`config.mk`:
```
export PLATFORM = sky130hd
export DESIGN_NAME = dma_channel_arbiter
export DESIGN_NICKNAME = d
export VERILOG_FILES = /design/src/rtl/dma_pkg.sv /design/src/rtl/dma_prio_encoder.sv /design/src/rtl/dma_channel_arbiter.sv
export SDC_FILE = /design/constraint.sdc
export NUM_CORES = 1
export LEC_CHECK = 0
export ABC_AREA = 1
export BUFFER_PORTS_ARGS = -buffer_cell sky130_fd_sc_hd__buf_2
export CAP_MARGIN = 15
export CORE_UTILIZATION = 35
export CTS_BUF_LIST = sky130_fd_sc_hd__clkbuf_4
export DETAILED_ROUTE_END_ITERATION = 12
export GPL_ROUTABILITY_DRIVEN = 0
export SYNTH_ARGS = -nofsm -noshare
export SYNTH_HDL_FRONTEND = slang
export SYNTH_SLANG_ARGS = --single-unit
```
`constraint.sdc`:
```
create_clock -name clk -period 1.95 [get_ports clk]
set_input_delay 0.2925 -clock clk [delete_from_list [all_inputs] [get_ports clk]]
set_output_delay 0.2925 -clock clk [all_outputs]
set_load 0.005 [all_outputs]
```
`src/rtl/dma_pkg.sv`:
```
// -----------------------------------------------------------------------------
// dma_pkg
// Shared definitions for the DMA channel arbiter slice:
//   - default channel count / index width / word-count width
//   - bus-grant sequencer state encoding
//   - one-hot to index conversion helper (sized for the largest channel count)
// -----------------------------------------------------------------------------
package dma_pkg;

  localparam int DEF_NUM_CH = 4;
  localparam int DEF_CH_W   = 2;
  localparam int DEF_CNT_W  = 16;

  // Upper bound of the supported channel range; the helper works on this width
  // and callers cast in/out of it.
  localparam int MAX_CH     = 8;
  localparam int MAX_CH_W   = 3;

  typedef enum logic [1:0] {
    ST_IDLE = 2'd0,
    ST_REQ  = 2'd1,
    ST_XFER = 2'd2,
    ST_REL  = 2'd3
  } dma_state_t;

  // OR-reduction mapping: exact for a one-hot input, 0 for an all-zero input.
  function automatic logic [MAX_CH_W-1:0] onehot_to_idx(input logic [MAX_CH-1:0] oh);
    logic [MAX_CH_W-1:0] idx;
    idx = '0;
    for (int i = 0; i < MAX_CH; i++) begin
      if (oh[i]) begin
        idx = idx | MAX_CH_W'(i);
      end
    end
    return idx;
  endfunction

endpackage

```
`src/rtl/dma_prio_encoder.sv`:
```
// -----------------------------------------------------------------------------
// dma_prio_encoder
// Combinational priority encoder over the effective request vector.
// Fixed mode: lowest index wins. Rotating mode: search starts at i_ptr and
// wraps around, so i_ptr is highest priority and i_ptr-1 lowest.
// Ports:
//   i_req     effective requests, one bit per channel
//   i_rot_pri 0 = fixed priority, 1 = rotating from i_ptr
//   i_ptr     current highest-priority channel for rotating mode
//   o_winner  index of the winning channel (meaningful when o_valid=1)
//   o_valid   at least one request present
// -----------------------------------------------------------------------------
module dma_prio_encoder
  import dma_pkg::*;
#(
  parameter int NUM_CH = DEF_NUM_CH,
  parameter int CH_W   = DEF_CH_W
) (
  input  logic [NUM_CH-1:0] i_req,
  input  logic              i_rot_pri,
  input  logic [CH_W-1:0]   i_ptr,
  output logic [CH_W-1:0]   o_winner,
  output logic              o_valid
);

  logic [CH_W-1:0]   w_base;
  logic [NUM_CH-1:0] w_rot;
  logic [NUM_CH-1:0] w_oh;
  logic [CH_W-1:0]   w_idx;

  assign w_base = i_rot_pri ? i_ptr : '0;

  // Rotate right by w_base so the highest-priority channel lands at bit 0;
  // duplicating the vector makes the wrap-around free.
  assign w_rot = NUM_CH'({i_req, i_req} >> w_base);

  // Isolate lowest set bit.
  assign w_oh  = w_rot & (~w_rot + NUM_CH'(1));
  assign w_idx = CH_W'(onehot_to_idx(MAX_CH'(w_oh)));

  // NUM_CH is a power of two, so the CH_W-bit add wraps modulo NUM_CH.
  assign o_winner = w_base + w_idx;
  assign o_valid  = |i_req;

endmodule

```
`src/rtl/dma_channel_arbiter.sv`:
```
// -----------------------------------------------------------------------------
// dma_channel_arbiter
// Request arbiter and bus-grant sequencer for the DMA controller. Arbitrates
// DREQ lines, runs the HRQ/HLDA handshake, issues one single-mode transfer per
// grant and maintains per-channel word counts and terminal-count flags.
// Ports:
//   clk, reset     rising-edge clock, synchronous active-low reset
//   en             controller enable (0 blocks new arbitration)
//   rot_pri        0 = fixed priority, 1 = rotating priority
//   mask, dreq     per-channel software mask / level requests
//   hlda, ready    CPU hold acknowledge / memory-IO ready
//   cnt_wr/ch/data count register write port
//   hrq, aen, dack hold request, address enable, one-hot acknowledge
//   ch_sel         granted channel index (valid while aen=1)
//   xfer_done, tc  completion pulse, terminal-count pulse
//   tc_status      sticky terminal-count flags
// -----------------------------------------------------------------------------
module dma_channel_arbiter
  import dma_pkg::*;
#(
  parameter int NUM_CH = DEF_NUM_CH,
  parameter int CH_W   = DEF_CH_W,
  parameter int CNT_W  = DEF_CNT_W
) (
  input  logic              clk,
  input  logic              reset,
  input  logic              en,
  input  logic              rot_pri,
  input  logic [NUM_CH-1:0] mask,
  input  logic [NUM_CH-1:0] dreq,
  input  logic              hlda,
  input  logic              ready,
  input  logic              cnt_wr,
  input  logic [CH_W-1:0]   cnt_ch,
  input  logic [CNT_W-1:0]  cnt_data,
  output logic              hrq,
  output logic              aen,
  output logic [NUM_CH-1:0] dack,
  output logic [CH_W-1:0]   ch_sel,
  output logic              xfer_done,
  output logic              tc,
  output logic [NUM_CH-1:0] tc_status
);

  dma_state_t        r_state;
  logic              r_hrq;
  logic              r_aen;
  logic [NUM_CH-1:0] r_dack;
  logic [CH_W-1:0]   r_ch_sel;
  logic              r_xfer_done;
  logic              r_tc;
  logic [CH_W-1:0]   r_ptr;
  logic [NUM_CH-1:0] r_tc_status;
  logic [CNT_W-1:0]  r_cnt [NUM_CH];

  dma_state_t        w_state_next;
  logic              w_hrq_next;
  logic              w_aen_next;
  logic [NUM_CH-1:0] w_dack_next;
  logic [CH_W-1:0]   w_ch_sel_next;
  logic              w_xfer_done_next;
  logic              w_tc_next;
  logic [CH_W-1:0]   w_ptr_next;
  logic [NUM_CH-1:0] w_tc_status_next;
  logic [CNT_W-1:0]  w_cnt_next [NUM_CH];

  logic [NUM_CH-1:0] w_req_eff;
  logic [CH_W-1:0]   w_winner;
  logic              w_valid;
  logic              w_complete;
  logic [NUM_CH-1:0] w_wr_hit;
  logic [NUM_CH-1:0] w_dec_hit;
  logic [NUM_CH-1:0] w_cnt_zero;

  // Channels that reached terminal count stay out of arbitration until
  // their count is rewritten.
  assign w_req_eff = dreq & ~mask & ~r_tc_status;

  dma_prio_encoder #(
    .NUM_CH (NUM_CH),
    .CH_W   (CH_W)
  ) u_prio (
    .i_req     (w_req_eff),
    .i_rot_pri (rot_pri),
    .i_ptr     (r_ptr),
    .o_winner  (w_winner),
    .o_valid   (w_valid)
  );

  // A transfer completes only while the bus is still held; hlda=0 takes
  // precedence as an abort.
  assign w_complete = (r_state == ST_XFER) && hlda && ready;

  // Per-channel count / terminal-count update. A register write beats a
  // coincident decrement on the same channel.
  generate
    for (genvar gi = 0; gi < NUM_CH; gi++) begin : g_ch
      assign w_wr_hit[gi]   = cnt_wr && (cnt_ch == CH_W'(gi));
      assign w_dec_hit[gi]  = w_complete && (r_ch_sel == CH_W'(gi));
      assign w_cnt_zero[gi] = (r_cnt[gi] == '0);

      assign w_cnt_next[gi] = w_wr_hit[gi]  ? cnt_data :
                              w_dec_hit[gi] ? r_cnt[gi] - CNT_W'(1) :
                                              r_cnt[gi];

      assign w_tc_status_next[gi] = w_wr_hit[gi] ? 1'b0 :
                                    (w_dec_hit[gi] && w_cnt_zero[gi]) ? 1'b1 :
                                    r_tc_status[gi];
    end
  endgenerate

  always_comb begin
    w_state_next     = r_state;
    w_hrq_next       = r_hrq;
    w_aen_next       = r_aen;
    w_dack_next      = r_dack;
    w_ch_sel_next    = r_ch_sel;
    w_xfer_done_next = 1'b0;
    w_tc_next        = 1'b0;
    w_ptr_next       = r_ptr;

    case (r_state)
      ST_IDLE: begin
        if (en && (|w_req_eff)) begin
          w_state_next = ST_REQ;
          w_hrq_next   = 1'b1;
        end
      end

      ST_REQ: begin
        if (hlda) begin
          if (en && w_valid) begin
            w_state_next  = ST_XFER;
            w_aen_next    = 1'b1;
            w_dack_next   = NUM_CH'(1) << w_winner;
            w_ch_sel_next = w_winner;
          end else begin
            // Request withdrawn or controller disabled: hand the bus back.
            w_state_next = ST_REL;
            w_hrq_next   = 1'b0;
          end
        end
      end

      ST_XFER: begin
        if (!hlda) begin
          w_state_next = ST_REL;
          w_hrq_next   = 1'b0;
          w_aen_next   = 1'b0;
          w_dack_next  = '0;
        end else if (ready) begin
          w_state_next     = ST_REL;
          w_hrq_next       = 1'b0;
          w_aen_next       = 1'b0;
          w_dack_next      = '0;
          w_xfer_done_next = 1'b1;
          w_tc_next        = w_dec_hit[r_ch_sel] && w_cnt_zero[r_ch_sel] &&
                             !w_wr_hit[r_ch_sel];
          // Pointer advances only for completed transfers in rotating mode,
          // so fixed-mode traffic leaves the rotation order untouched.
          if (rot_pri) begin
            w_ptr_next = r_ch_sel + CH_W'(1);
          end
        end
      end

      ST_REL: begin
        if (!hlda) begin
          w_state_next = ST_IDLE;
        end
      end

      default: begin
        w_state_next = ST_IDLE;
      end
    endcase
  end

  always_ff @(posedge clk) begin
    if (!reset) begin
      r_state     <= ST_IDLE;
      r_hrq       <= 1'b0;
      r_aen       <= 1'b0;
      r_dack      <= '0;
      r_ch_sel    <= '0;
      r_xfer_done <= 1'b0;
      r_tc        <= 1'b0;
      r_ptr       <= '0;
      r_tc_status <= '0;
      for (int i = 0; i < NUM_CH; i++) begin
        r_cnt[i] <= '0;
      end
    end else begin
      r_state     <= w_state_next;
      r_hrq       <= w_hrq_next;
      r_aen       <= w_aen_next;
      r_dack      <= w_dack_next;
      r_ch_sel    <= w_ch_sel_next;
      r_xfer_done <= w_xfer_done_next;
      r_tc        <= w_tc_next;
      r_ptr       <= w_ptr_next;
      r_tc_status <= w_tc_status_next;
      for (int i = 0; i < NUM_CH; i++) begin
        r_cnt[i] <= w_cnt_next[i];
      end
    end
  end

  assign hrq       = r_hrq;
  assign aen       = r_aen;
  assign dack      = r_dack;
  assign ch_sel    = r_ch_sel;
  assign xfer_done = r_xfer_done;
  assign tc        = r_tc;
  assign tc_status = r_tc_status;

endmodule

```
==> results by group, run 1 <==
Hold path
  – Worst hold path type: in2reg
  – Worst Min Path Start: cnt_data[14]
  – Hold Crit Depth: 3
  – Hold endpoint: r_cnt[1][14]

Finish
  – Final nets: 893
  – Non-Filler Instances: 1027
  – Ant. Diodes: 0
  – Finished Cell Area: 0.00594 sq mm
  – Register area: 0.00165 sq mm
  – Area growth syn-to-layout: 17.1%
  – Fillers: 1524
  – Multi-input combinational cell area: 0.00299 sq mm
  – Layout cells sized above 1: 0.181

Die
  – Die W: 122 um
  – Rows: 43
  – Die ar.: 0.0150 sq mm
  – Core Footprint: 0.0140 sq mm
  – Die height: 122 um
  – Initial Utilization: 0.363
  – I/O pin total: 47

Clock tree
  – H-Tree Level Count: 3
  – CTS tree: built
  – Clock latency on the worst-skew pair: 0.46 ns
  – Max clock buf depth: 2
  – CTS clk-pin slew, worst paths: 0.13 ns
  – Clock Tree Root: clkbuf_4
  – Hold Buf Count CTS: 0
  – Clk sink count: 82
  – Num CTS Buffers: 9

Global routing
  – GR Util All Layers: 0.206
  – Gr ovfl total: 0
  – Vias in the first global route: 4636
  – First-pass GRT wire length: 23400 um
  – Antenna violations before repair: 0
  – Largest net degree at the start of global routing: 27

Power
  – Peak supply drop: 0.559 mV
  – Gate power share: 0.336
  – Net Sw Power: 0.00161 W
  – Clock power share: 0.226
  – P per Cell Area: 734 mW/mm^2
  – Cell internal pwr: 0.00275 W
  – Seq pwr share: 0.438
  – Sw frac: 0.370
  – Leakage: 2.67 nW
  – Total power: 0.00436 W

Synthesis
  – Synth warn: 0
  – Post-synth EDFFs: 0
  – Syn avg cell area: 6.63 sq um
  – Ys flop type: dfxtp_1
  – Synth area leaders: dfxtp_1 (32%), nand2_1 (13%), inv_1 (7.6%)
  – Largest area contributor in the netlist: dfxtp_1
  – Yosys reg bits: 82
  – Syn Inst Count: 766
  – Post-synth top area share: 0.323
  – Mapped Area: 0.00507 sq mm
  – Post-synth ARST share: 0
  – Post-synth cell types: 44
  – Sequential area share after synthesis: 0.323
  – Mapped Nets: 816

Timing
  – Crit share post-route: 0.934
  – Post-layout min period: 1.82 ns
  – Max Clock Skew: 0.0160 ns
  – Fmax: 0.549 GHz
  – Worst-margin pin slew: 0.559 ns
  – Setup Viol. Count Final: 0
  – Final Hold Fails: 0
  – RSZ-0062 raised after global routing: yes
  – Hold WS: 0.113 ns
  – Slew headroom: 0.627
  – Final worst-path setup slack: 0.129 ns
  – Final Max Slew Viols: 0

Worst setup path
  – Worst setup EP type: flip-flop
  – Startpoint Class: flip-flop
  – CP max FO: 7
  – Crit path DAT: 2.22 ns
  – R2R setup slack: 0.13 ns
  – CP required: 2.35 ns
  – RR Startpoint: r_state[0]
  – Crit Path Category: reg2reg
  – Worst R2R End: tc
  – Worst reg2reg path depth: 10

Placed design
  – Place WS: -0.0524 ns
  – Final HPWL DP: 11100 um
  – Post-Place Cells: 1007
  – Placed standard-cell area: 0.00570 sq mm
  – # port buffers: 46

Routing
  – Via density: 5.07
  – Drt wl/cell: 14.6 um
  – Vias: 5207
  – Final WL: 15000 um
  – Remaining DRCs: 0
  – Pre-Repair DR Iteration Count: 5
  – Final ANT Viol Nets: 0
  – 1st-iter DRT viols: 376

Outcome
  – Status: finished clean

Flow run
  – Max-cap violations: 0
## power by group through the flow
stage | registers, W | logic (W) | clock network, W
global route | 0.00193 | 0.00166 | 0.00108
finish | 0.00191 | 0.00147 | 0.000986
CTS | 0.00190 | 0.00143 | 0.00101
global placement | 0.00194 | 0.00142 | 0
floorplan | 0.00193 | 0.00102 | 0
detailed placement | 0.00194 | 0.00142 | 0
## flip-flops by register name, summed over array words and instances, names as in the netlist
register,count
xfer_done,1
r_ptr,2
r_cnt,64
hrq,1
tc,1
dack,4
ch_sel,2
tc_status,4
r_state,2
aen,1
## Yosys cell counts (3+ instances only)
cell type and instances:
nand2_1 178, inv_1 103, dfxtp_1 82, nor2_1 72
nand3_1 58, a21oi_1 42, o21ai_0 36, a31oi_1 35
xor2_1 23, ha_1 17, nand4_1 14, clkbuf_1 12
nor3_1 9, nand2_2 8, o221ai_1 7, o22ai_1 7
inv_2 6, nor2_2 6, o21ai_1 5, a211oi_1 4
buf_2 3, clkinv_2 3, nor2_4 3, o211ai_1 3
o21ai_2 3, xnor2_1 3
## cells by family after synthesis
group / share of synthesized area
compound gates: 0.178
simple gates: 0.310
buf+inv: 0.102
fa+ha+maj: 0.0419
xor+xnor: 0.0449
flops: 0.323
## metal layers
metal	wire [um]	vias to the layer above	global-route usage
met4	337	0	0.0701
met3	813	28	0.0534
met2	6480	134	0.315
met5	0	-	0
met1	7320	2353	0.280
li1	-	2692	-
## timing repair
item                                    4_1_cts  5_1_grt
resized for setup                             1       28
endpoints found under the setup margin        1       16
pin swaps                                     0        6
buffers inserted                              0        5
## critical path, stage by stage (launching register included)
cell and delay [ns]:
dfxtp_2 0.36, inv_1 0.09, ha_1 0.22, nand3_4 0.18, inv_4 0.12, nand2_2 0.07, clkinv_2 0.10, nand4_1 0.15
o21ai_0 0.30, nor2_1 0.08, nor2_1 0.10
## final cells by class
| type | count | area share |
|---|---|---|
| Multi-Input combinational cell | 553 | 0.503 |
| Sequential cell | 82 | 0.277 |
| Timing Repair Buffer | 83 | 0.0876 |
| Inverter | 114 | 0.0741 |
| Tap cell | 180 | 0.0379 |
| Clock buffer | 10 | 0.0126 |
| Clock inverter | 5 | 0.00779 |
## cell usage in the layout, fill, tap and decap left out, drive strengths merged, types with 7 or more instances in the layout
| cell type | count |
|---|---|
| clkbuf | 10 |
| o221ai | 7 |
| xor2 | 23 |
| clkinv | 8 |
| o21ai | 44 |
| buf | 83 |
| nand4 | 14 |
| ha | 17 |
| a31oi | 35 |
| dfxtp | 82 |
| nand2 | 187 |
| inv | 110 |
| o22ai | 7 |
| nor2 | 81 |
| nor3 | 11 |
| a21oi | 42 |
| nand3 | 59 |
## worst max path at each step
stage | slack (ns) | cells after the start | start | to
floorplan | 0.17 | 13 | tc_status[0] | ch_sel[1]
global placement | -0.04 | 14 | rot_pri | ch_sel[1]
detailed placement | -0.05 | 14 | rot_pri | ch_sel[1]
CTS | 0.02 | 13 | r_ptr[1] | ch_sel[1]
global route | -0.01 | 13 | tc_status[0] | dack[1]
finish | 0.13 | 10 | r_state[0] | tc
## metrics by stage
| step | utilization | TNS, ns |
|---|---|---|
| floorplan | - | 0 |
| finish | 0.425 | 0 |
| global placement | 0.408 | -0.0576 |
| CTS | 0.416 | 0 |
| global route | 0.425 | -0.0142 |
| detailed placement | 0.408 | -0.180 |
(Power assumes the default switching activity.)
==> inputs of run 2 (changes only) <==
- HOLD_SLACK_MARGIN: not set -> 0.12
==> run 2 against run 1 <==
  * Via count hardly changed
  * Critical endpoint is now dack[1]
  * Sequential power hardly changed
  * Sequential share of layout area is 0.093 points lower
==> results by group, run 2 (synthesis results as in run 1) <==
Outcome
  – Status: finished clean

Global routing
  – Gr ovfl total: 0 (unchanged)
  – Vias in the first global route: 4642 (+0.13%)
  – First-pass GRT wire length: 23400 um (about the same)
  – GR Util All Layers: 0.206 (about the same)
  – Antenna violations before repair: 0 (unchanged)
  – Largest net degree at the start of global routing: 27 (unchanged)

Finish
  – Max reg flops: 64 (unchanged)
  – End-of-flow core utilization: 0.426 (+0.00143)
  – Final nets: 895 (+0.22%)
  – Commonest non-fill, non-tap cells in the layout: nand2_1 (176), inv_1 (100), dfxtp_1 (78)
  – Register area: 0.00165 sq mm (unchanged)
  – Multi-input combinational cell area: 0.00299 sq mm (unchanged)
  – Finished Cell Area: 0.00596 sq mm (+0.34%)
  – Fillers: 1522 (-0.13%)
  – Reg with most FFs: r_cnt
  – Area growth syn-to-layout: 17.5%
  – Ant. Diodes: 0 (unchanged)
  – Layout cells sized above 1: 0.180 (-0.000426)
  – Most common cell after layout, fill and taps aside: nand2_1

Worst setup path
  – RR Startpoint: r_ptr[0]
  – Startpoint Class: flip-flop
  – CP peak stage delay: 0.37 ns (about the same)
  – Crit Path Category: reg2reg
  – CP required: 2.34 ns (about the same)
  – Crit-path cells: nand2_4 -> inv_2 -> nand3_2 -> nand3_1 -> nand2_1 -> a21boi_1 -> ha_2 -> xnor2_2 -> inv_1 -> nand3_2 -> buf_4 -> nand3_1 -> a21oi_2
  – Worst R2R End: dack[1]
  – Worst reg2reg path depth: 13 (+3)
  – Slowest CP cell: dfxtp_2
  – Worst setup EP type: flip-flop
  – CP max FO: 5 (-2)
  – R2R setup slack: 0.14 ns (about the same)
  – Crit path DAT: 2.20 ns (-0.02 ns)

Timing
  – Fmax: 0.552 GHz (+0.48%)
  – Final Max Slew Viols: 0 (unchanged)
  – Setup Viol. Count Final: 0 (unchanged)
  – Final worst-path setup slack: 0.138 ns (+0.00873 ns)
  – Crit share post-route: 0.929 (-0.00448)
  – Final Hold Fails: 0 (unchanged)
  – Max Clock Skew: 0.0160 ns (+0.0000321 ns)
  – Post-layout min period: 1.81 ns (-0.00873 ns)
  – RSZ-0062 raised after global routing: yes
  – Slew headroom: 0.628 (+0.000828)
  – Worst-margin pin slew: 0.558 ns (-0.00124 ns)

Die
  – Initial Utilization: 0.363 (unchanged)
  – Core Footprint: 0.0140 sq mm (unchanged)
  – Die W: 122 um (unchanged)
  – I/O pin total: 47 (unchanged)
  – Die ar.: 0.0150 sq mm (unchanged)
  – Rows: 43 (unchanged)
  – Die height: 122 um (unchanged)

Routing
  – 1st-iter DRT viols: 380 (+1.1%)
  – DR top layer: met4
  – WL met1: 7290 um (-0.44%)
  – Final ANT Viol Nets: 0 (unchanged)
  – Remaining DRCs: 0 (unchanged)
  – Met2 WL post-DR: 6490 um (+0.12%)
  – Final WL: 15000 um (about the same)
  – Via density: 5.06 (-0.27%)
  – Met3 wire len: 860 um (+5.8%)
  – Pre-Repair DR Iteration Count: 6 (+1)
  – Drt wl/cell: 14.5 um (-0.11%)
  – Vias: 5203 (-0.077%)

Clock tree
  – CTS tree: built
  – Clock Tree Root: clkbuf_4
  – Max clock buf depth: 2 (unchanged)
  – Clk sink count: 82 (unchanged)
  – H-Tree Level Count: 3 (unchanged)
  – CTS clk-pin slew, worst paths: 0.13 ns (about the same)
  – Num CTS Buffers: 9 (unchanged)
  – Clock latency on the worst-skew pair: 0.46 ns (about the same)

Power
  – Peak supply drop: 0.559 mV (about the same)
  – Clock power share: 0.226 (about the same)
  – Sw frac: 0.370 (about the same)
  – Seq pwr share: 0.437 (about the same)
  – Leakage: 2.67 nW (+0.31%)
  – P per Cell Area: 733 mW/mm^2 (-0.21%)
  – Gate power share: 0.337 (about the same)
  – Net Sw Power: 0.00161 W (+0.18%)
  – Cell internal pwr: 0.00275 W (about the same)

Hold path
  – Hold Crit Depth: 3 (unchanged)
  – Hold endpoint: r_cnt[0][13]
  – Worst Min Path Start: cnt_data[13]
  – Worst hold path type: in2reg

Placed design
  – # port buffers: 46 (unchanged)
  – Place WS: -0.0524 ns (unchanged)
  – Placed standard-cell area: 0.00570 sq mm (unchanged)
  – Final HPWL DP: 11100 um (unchanged)

Flow run
  – Max-cap violations: 0 (unchanged)
[run 2: changes by cell type in the layout (fill, tap and decap cells not counted)]
cell | before | now
dlygate4sd3_1 | 0 | 2
[run 2: how the worst max path moves through the flow]
| stage | to | from |
|---|---|---|
| 3_3_place_gp | ch_sel[1] | rot_pri |
| 4_1_cts | ch_sel[1] | r_ptr[1] |
| 3_5_place_dp | ch_sel[1] | rot_pri |
| 6_report | dack[1] | r_ptr[0] |
| 5_1_grt | dack[1] | tc_status[0] |
| 2_1_floorplan | ch_sel[1] | tc_status[0] |
[run 2: power by group through the flow]
stage / sequential, W / combinational (W) / clock (W)
after global routing: 0.00193 / 0.00166 / 0.00108
after global placement: 0.00194 / 0.00142 / 0
after detailed placement: 0.00194 / 0.00142 / 0
final: 0.00191 / 0.00147 / 0.000988
after floorplan: 0.00193 / 0.00102 / 0
after CTS: 0.00190 / 0.00143 / 0.00101
[run 2: layout make-up]
cell class | count | area share
inverters | 114 | 0.0739
flip-flops and latches | 82 | 0.276
clock buffers | 10 | 0.0126
well taps | 180 | 0.0378
repair buffers | 85 | 0.0906
multi-input cells | 553 | 0.501
clock inverters | 5 | 0.00776
[run 2: worst max-delay path, delay by kind of cell, from the launching register on]
kind	cells	cell delay, ns
adders and majority gates	1	0.21
AOI/OAI and AO/OA	2	0.27
xor gates and xnor gates	1	0.12
and+or+nand+nor	6	0.50
DFF	1	0.37
buffers and inverters	3	0.28
[run 2: timing repair]
item / in CTS / in global routing
hold buffers: 2 / 0
pin swaps: 0 / 6
setup buffers: 0 / 5
gates resized for setup: 1 / 28
setup endpoints to repair: 1 / 16
hold endpoints to repair: 2 / 0
[run 2: stage by stage]
stage | TNS (ns) | std cells | hold slack (ns) | total power, W
after floorplan | 0 | 766 | 0.430 | 0.00295
after global placement | -0.0576 | 1007 | 0.454 | 0.00336
after detailed placement | -0.180 | 1007 | 0.455 | 0.00336
after CTS | 0 | 1024 | 0.137 | 0.00435
after global routing | -0.0142 | 1029 | 0.135 | 0.00467
final | 0 | 1029 | 0.162 | 0.00437
[run 2: layer usage]
| metal | up-vias | GRT usage |
|---|---|---|
| li1 | 2695 | - |
| met1 | 2355 | 0.280 |
| met2 | 129 | 0.315 |
| met3 | 24 | 0.0534 |
| met4 | 0 | 0.0701 |
| met5 | - | 0 |
